$ cat config.mk
export PLATFORM = sky130hd
export DESIGN_NAME = arm_pipe_ctrl
export DESIGN_NICKNAME = d
export VERILOG_FILES = /design/src/rtl/arm_pipe_pkg.sv /design/src/rtl/arm_hazard_cmp.sv /design/src/rtl/arm_pipe_ctrl.sv
export SDC_FILE = /design/constraint.sdc
export NUM_CORES = 1
export LEC_CHECK = 0
export ABC_AREA = 1
export BUFFER_PORTS_ARGS = -buffer_cell sky130_fd_sc_hd__buf_4
export CORE_AREA = 2 2 93 95
export CTS_CLUSTER_SIZE = 12
export DETAILED_ROUTE_END_ITERATION = 10
export DIE_AREA = 0 0 95 97
export PLACE_DENSITY = 0.78
export SYNTH_ARGS = -nofsm -noshare
export SYNTH_HDL_FRONTEND = slang
export SYNTH_SLANG_ARGS = --single-unit
$ cat constraint.sdc
create_clock -name clk -period 4 [get_ports clk]
set_input_delay 0.8 -clock clk [delete_from_list [all_inputs] [get_ports clk]]
set_output_delay 0.8 -clock clk [all_outputs]
set_load 0.02 [all_outputs]
$ cat src/rtl/arm_pipe_pkg.sv
// Shared types and helpers for the ARM pipeline-control slice.
package arm_pipe_pkg;

   localparam int DEST_W_MAX = 8;
   localparam int FWD_RF     = 0;

   typedef struct packed {
      logic                  valid;
      logic                  wb_en;
      logic                  mem_r_en;
      logic [DEST_W_MAX-1:0] dest;
   } stage_ctrl_t;

   function automatic int sel_width(input int stages);
      return $clog2(stages + 1);
   endfunction

   function automatic int idx_width(input int stages);
      return (stages > 1) ? $clog2(stages) : 1;
   endfunction

endpackage

$ cat src/rtl/arm_hazard_cmp.sv
// Compares one decode source register against every tracked back-end stage.
module arm_hazard_cmp
   import arm_pipe_pkg::*;
#(
   parameter int STAGES = 3,
   parameter int REG_AW = 4
)(
   input  logic [REG_AW-1:0]             src,
   input  stage_ctrl_t                   ctrl [STAGES],
   output logic                          any_match,
   output logic                          stage0_match,
   output logic                          older_match,
   output logic [idx_width(STAGES)-1:0]  young_idx
);

   localparam int IDX_W = idx_width(STAGES);

   logic [STAGES-1:0] match_s;

   // per-stage match and youngest forwardable (k>=1) match index
   always_comb begin
      match_s   = '0;
      young_idx = '0;
      for (int k = 0; k < STAGES; k++) begin
         match_s[k] = ctrl[k].valid & ctrl[k].wb_en &
                      (ctrl[k].dest == DEST_W_MAX'(src));
      end
      // descending scan so the smallest matching k wins
      for (int k = STAGES - 1; k >= 1; k--) begin
         young_idx = match_s[k] ? IDX_W'(k) : young_idx;
      end
      any_match    = |match_s;
      stage0_match = match_s[0];
      older_match  = |match_s[STAGES-1:1];
   end

endmodule

$ cat src/rtl/arm_pipe_ctrl.sv
// Back-end pipeline control: stage tracking, freeze/bubble generation and stall counting.
// Optional operand forwarding selected by the ARM_PIPE_FORWARD_EN macro.
module arm_pipe_ctrl
   import arm_pipe_pkg::*;
#(
   parameter int STAGES = 3,
   parameter int DATA_W = 32,
   parameter int REG_AW = 4,
   parameter int CNT_W  = 16
)(
   input  logic                         clk,
   input  logic                         rst,
   input  logic                         in_valid,
   input  logic                         in_wb_en,
   input  logic                         in_mem_r_en,
   input  logic [REG_AW-1:0]            in_dest,
   input  logic [DATA_W-1:0]            in_data,
   input  logic [REG_AW-1:0]            src_1,
   input  logic [REG_AW-1:0]            src_2,
   input  logic                         two_src,
   input  logic                         branch_taken,
   input  logic [DATA_W-1:0]            stage_data_upd,
   output logic                         hazard,
   output logic [STAGES-1:0]            stage_valid,
   output logic                         wb_valid,
   output logic [REG_AW-1:0]            wb_dest,
   output logic [DATA_W-1:0]            wb_value,
   output logic [sel_width(STAGES)-1:0] fwd_sel_1,
   output logic [sel_width(STAGES)-1:0] fwd_sel_2,
   output logic [CNT_W-1:0]             stall_cnt
);

   localparam int SEL_W = sel_width(STAGES);
   localparam int IDX_W = idx_width(STAGES);
`ifdef ARM_PIPE_FORWARD_EN
   localparam bit FWD_EN = 1'b1;
`else
   localparam bit FWD_EN = 1'b0;
`endif

   stage_ctrl_t       ctrl_r [STAGES];
   logic [DATA_W-1:0] data_r [STAGES];

   logic              any1_s, s0m1_s, old1_s;
   logic              any2_s, s0m2_s, old2_s;
   logic [IDX_W-1:0]  idx1_s, idx2_s;
   logic              haz1_s, haz2_s;

   arm_hazard_cmp #(.STAGES(STAGES), .REG_AW(REG_AW)) u_cmp_1 (
      .src(src_1), .ctrl(ctrl_r), .any_match(any1_s),
      .stage0_match(s0m1_s), .older_match(old1_s), .young_idx(idx1_s)
   );

   arm_hazard_cmp #(.STAGES(STAGES), .REG_AW(REG_AW)) u_cmp_2 (
      .src(src_2), .ctrl(ctrl_r), .any_match(any2_s),
      .stage0_match(s0m2_s), .older_match(old2_s), .young_idx(idx2_s)
   );

   // hazard and forwarding selects; with forwarding only a stage-0 producer can stall
   always_comb begin
      haz1_s    = FWD_EN ? (s0m1_s & (ctrl_r[0].mem_r_en | ~old1_s)) : any1_s;
      haz2_s    = FWD_EN ? (s0m2_s & (ctrl_r[0].mem_r_en | ~old2_s)) : any2_s;
      hazard    = in_valid & (haz1_s | (two_src & haz2_s)) & ~branch_taken;
      fwd_sel_1 = (FWD_EN && old1_s) ? SEL_W'(idx1_s) + SEL_W'(1) : SEL_W'(FWD_RF);
      fwd_sel_2 = (FWD_EN && old2_s) ? SEL_W'(idx2_s) + SEL_W'(1) : SEL_W'(FWD_RF);
   end

   // output views of the stage registers
   always_comb begin
      stage_valid = '0;
      for (int k = 0; k < STAGES; k++) begin
         stage_valid[k] = ctrl_r[k].valid;
      end
      wb_valid = ctrl_r[STAGES-1].valid & ctrl_r[STAGES-1].wb_en;
      wb_dest  = ctrl_r[STAGES-1].dest[REG_AW-1:0];
      wb_value = data_r[STAGES-1];
   end

   // stage shift register and saturating stall counter
   always_ff @(posedge clk or posedge rst) begin
      if (rst) begin
         for (int k = 0; k < STAGES; k++) begin
            ctrl_r[k] <= '0;
            data_r[k] <= '0;
         end
         stall_cnt <= '0;
      end else begin
         if (in_valid && !hazard && !branch_taken) begin
            ctrl_r[0] <= '{valid: 1'b1, wb_en: in_wb_en, mem_r_en: in_mem_r_en,
                           dest: DEST_W_MAX'(in_dest)};
            data_r[0] <= in_data;
         end else begin
            ctrl_r[0] <= '0;
            data_r[0] <= '0;
         end
         // the EXE result replaces the decode payload on the way into stage 1
         ctrl_r[1] <= ctrl_r[0];
         data_r[1] <= stage_data_upd;
         for (int k = 2; k < STAGES; k++) begin
            ctrl_r[k] <= ctrl_r[k-1];
            data_r[k] <= data_r[k-1];
         end
         if (hazard && (stall_cnt != {CNT_W{1'b1}})) begin
            stall_cnt <= stall_cnt + CNT_W'(1);
         end else begin
            stall_cnt <= stall_cnt;
         end
      end
   end

endmodule

==> out/metrics.cfg <==
[outcome]
status = finished clean

[timing]
slew_violations = 0
finalSetupViolCount = 0
worst_pin_slew_ns = 0.860
max_freq_ghz = 0.350
final.setup.tns_ns = 0
fin_ws_ns = 1.14
rsz0062_at_grt = false
finalCriticalPeriod_ns = 2.86
finalHoldViolations = 0
slew_headroom_pct = 42.7
skew_ns = 0.0133
finalCritPeriodShare_pct = 71.4

[global_routing]
antenna_found_initial = 0
grt_pass1_vias = 2507
grt_max_degree = 75
overflow = 0
grt_pass1_wl_mm = 11.4
grt_usage_pct = 16.0

[critical_path]
crit_type = in -> out
cp.arrival_ns = 2.06
worstSetupEndpointType = primary output
worst_ep_required_time_ns = 3.20
rr_worst_depth = 11
reg2reg_to = stall_cnt[10]
cp_max_fo = 20
cp-start-kind = input port
reg2reg_from = wb_dest[1]
rrSetupSlack_ns = 2.02

[worst_hold_path]
hold_path.class = reg -> reg
min_from = data_r[56]
min_to = wb_value[24]
whs_path_depth = 0

[finish]
syn2layout_area_growth_pct = 19.3
nNetsFinal = 530
layout_common_cells = 108 x buf_4, 98 x dfrtp_1, 86 x nand2_1, 37 x inv_1, 27 x nor2_1
n_antenna_cell = 0
final_common_cell = buf_4
drive_gt1_share_pct = 30.2

[drt]
ant_nets = 0
avgRoutedWirePerCell_um = 12.5
top_layer = met4
firstDrtPassIters = 4
drc = 0
vias = 2564
met3_length_um = 359
wirelength_mm = 6.95
drtIter0Drc = 75
viasPerCell = 4.61
drt-met1-wl_mm = 2.82
dr_wl_met2_mm = 3.66

[cts]
cts_sinks = 98
h-tree-depth = 3
clk_latency_ns = 0.35
cts_buffer_depth = 2
tritoncts = done
cts-resized-gates = 0
clk_pin_slew_worst_paths_ns = 0.10
clockRootBuffer = clkbuf_8
numCtsBuffers = 9
hold_buffers = 0
cts_setup_buffers = 0

[logic_synthesis]
ys_ff_latch = 98
synth_top_cell_by_area = dfrtp_1
synth_top_area_share_pct = 62.7
syn_inst = 373
synth_cell_types = 25
ys_seq_area_share_pct = 62.7
yosys_warnings = 0
synth_area_leaders = dfrtp_1 63%, buf_4 8.6%, nand2_1 8.3%
netlist_area_um2 = 3910
avgSynthCellArea_um2 = 10.5

[placed_design]
io_buffers = 106
pre_cts_slack_ns = 1.16
dp_hpwl_mm = 5.09
gp_congestion = 0.854

[job]
cap_violations = 0

[power_and_ir_drop]
pwr_density_cell_nw_per_um2 = 384
peakVddDrop_mv = 0.218
leakage_uw = 0.00244

[floorplan]
ioPinCount = 144
die_h_um = 97
placementRows = 33
die_w_um = 95
core_area_um2 = 8130
die_area_um2 = 9220
initial_utilization_pct = 48.1

## worst max-delay path, cell delays in order
cell and delay [ns]:
buf_4 0.11, inv_1 0.11, nand2_1 0.06, nand2_1 0.06, nor2_1 0.05, nand3_1 0.07
nand2_1 0.07, nor2_2 0.13, nand2_2 0.27, nand2_1 0.13, inv_1 0.04, buf_4 0.15
## state kept, by name (all words and copies together), names as in the netlist
name / cells
data_r: 32
wb_dest: 4
stage_valid: 3
stall_cnt: 16
wb_value: 32
ctrl_r: 11
## power breakdown
| group | internal (uW) | switching [uW] | total [uW] |
|---|---|---|---|
| Clock | 237 | 342 | 579 |
| Sequential | 1030 | 17.8 | 1050 |
| Combinational | 71.7 | 90.7 | 162 |
| Total | 1340 | 451 | 1790 |
## cell families after synthesis
kind of cell	after synthesis	synth area share, %
XOR/XNOR	19	4.26
AND/OR/NAND/NOR	161	18.4
buffers and inverters	89	13.6
other	1	0.0959
adder cells (fa/ha/maj)	1	0.320
flip-flops	98	62.7
AO/OA/AOI/OAI	4	0.576
## how the worst max path moves through the flow
stage	start	endpoint	slack [ns]	cells after the start
final	src_1[0]	hazard	1.14	12
after global routing	src_1[0]	hazard	0.95	12
after CTS	src_1[0]	hazard	1.15	11
after detailed placement	src_1[0]	hazard	1.16	11
after global placement	src_1[0]	hazard	1.16	12
after floorplan	rst	ctrl_r[11]	0.64	1
## per-stage QoR
step	hold WS [ns]	utilization, %	total power, uW	instance area, um2	cells
6_report	0.344	57.4	1790	4670	556
5_1_grt	0.357	57.4	1890	4670	556
4_1_cts	0.349	57.4	1820	4670	556
3_5_place_dp	0.335	55.1	1230	4480	540
3_3_place_gp	0.331	55.1	1230	4480	540
2_1_floorplan	0.331	-	1170	3920	376
## layout make-up
type                    count  area, um2
multi-input cells         189        936
clock buffers               9        124
repair buffers            108        811
well taps                 105        131
clock inverters             7       58.8
inverters                  40        153
fillers                   684       3470
flip-flops and latches     98       2450
## per-layer routing
layer / GRT usage [%] / vias up
li1: - / 1252
met2: 27.6 / 74
met1: 19.2 / 1228
met3: 3.50 / 10
met4: 6.35 / 0
met5: 0 / -
## synth_stat cells
library cell and number:
nand2_1 86, xnor2_1 9, o21ai_1 1, a21oi_1 1, inv_2 2, inv_1 38
dfrtp_1 98, nand4_4 1, conb_1 1, nand3_2 2, clkbuf_4 1, nor2_1 27
xor2_1 10, o211ai_1 1, ha_1 1, nor2_2 3, buf_4 45, o21ai_0 1
nand2_2 2, buf_8 1, and2_2 1, nand3_1 17, nand4_1 16, nor3_1 6
buf_6 2
(Power assumes the default switching activity.)
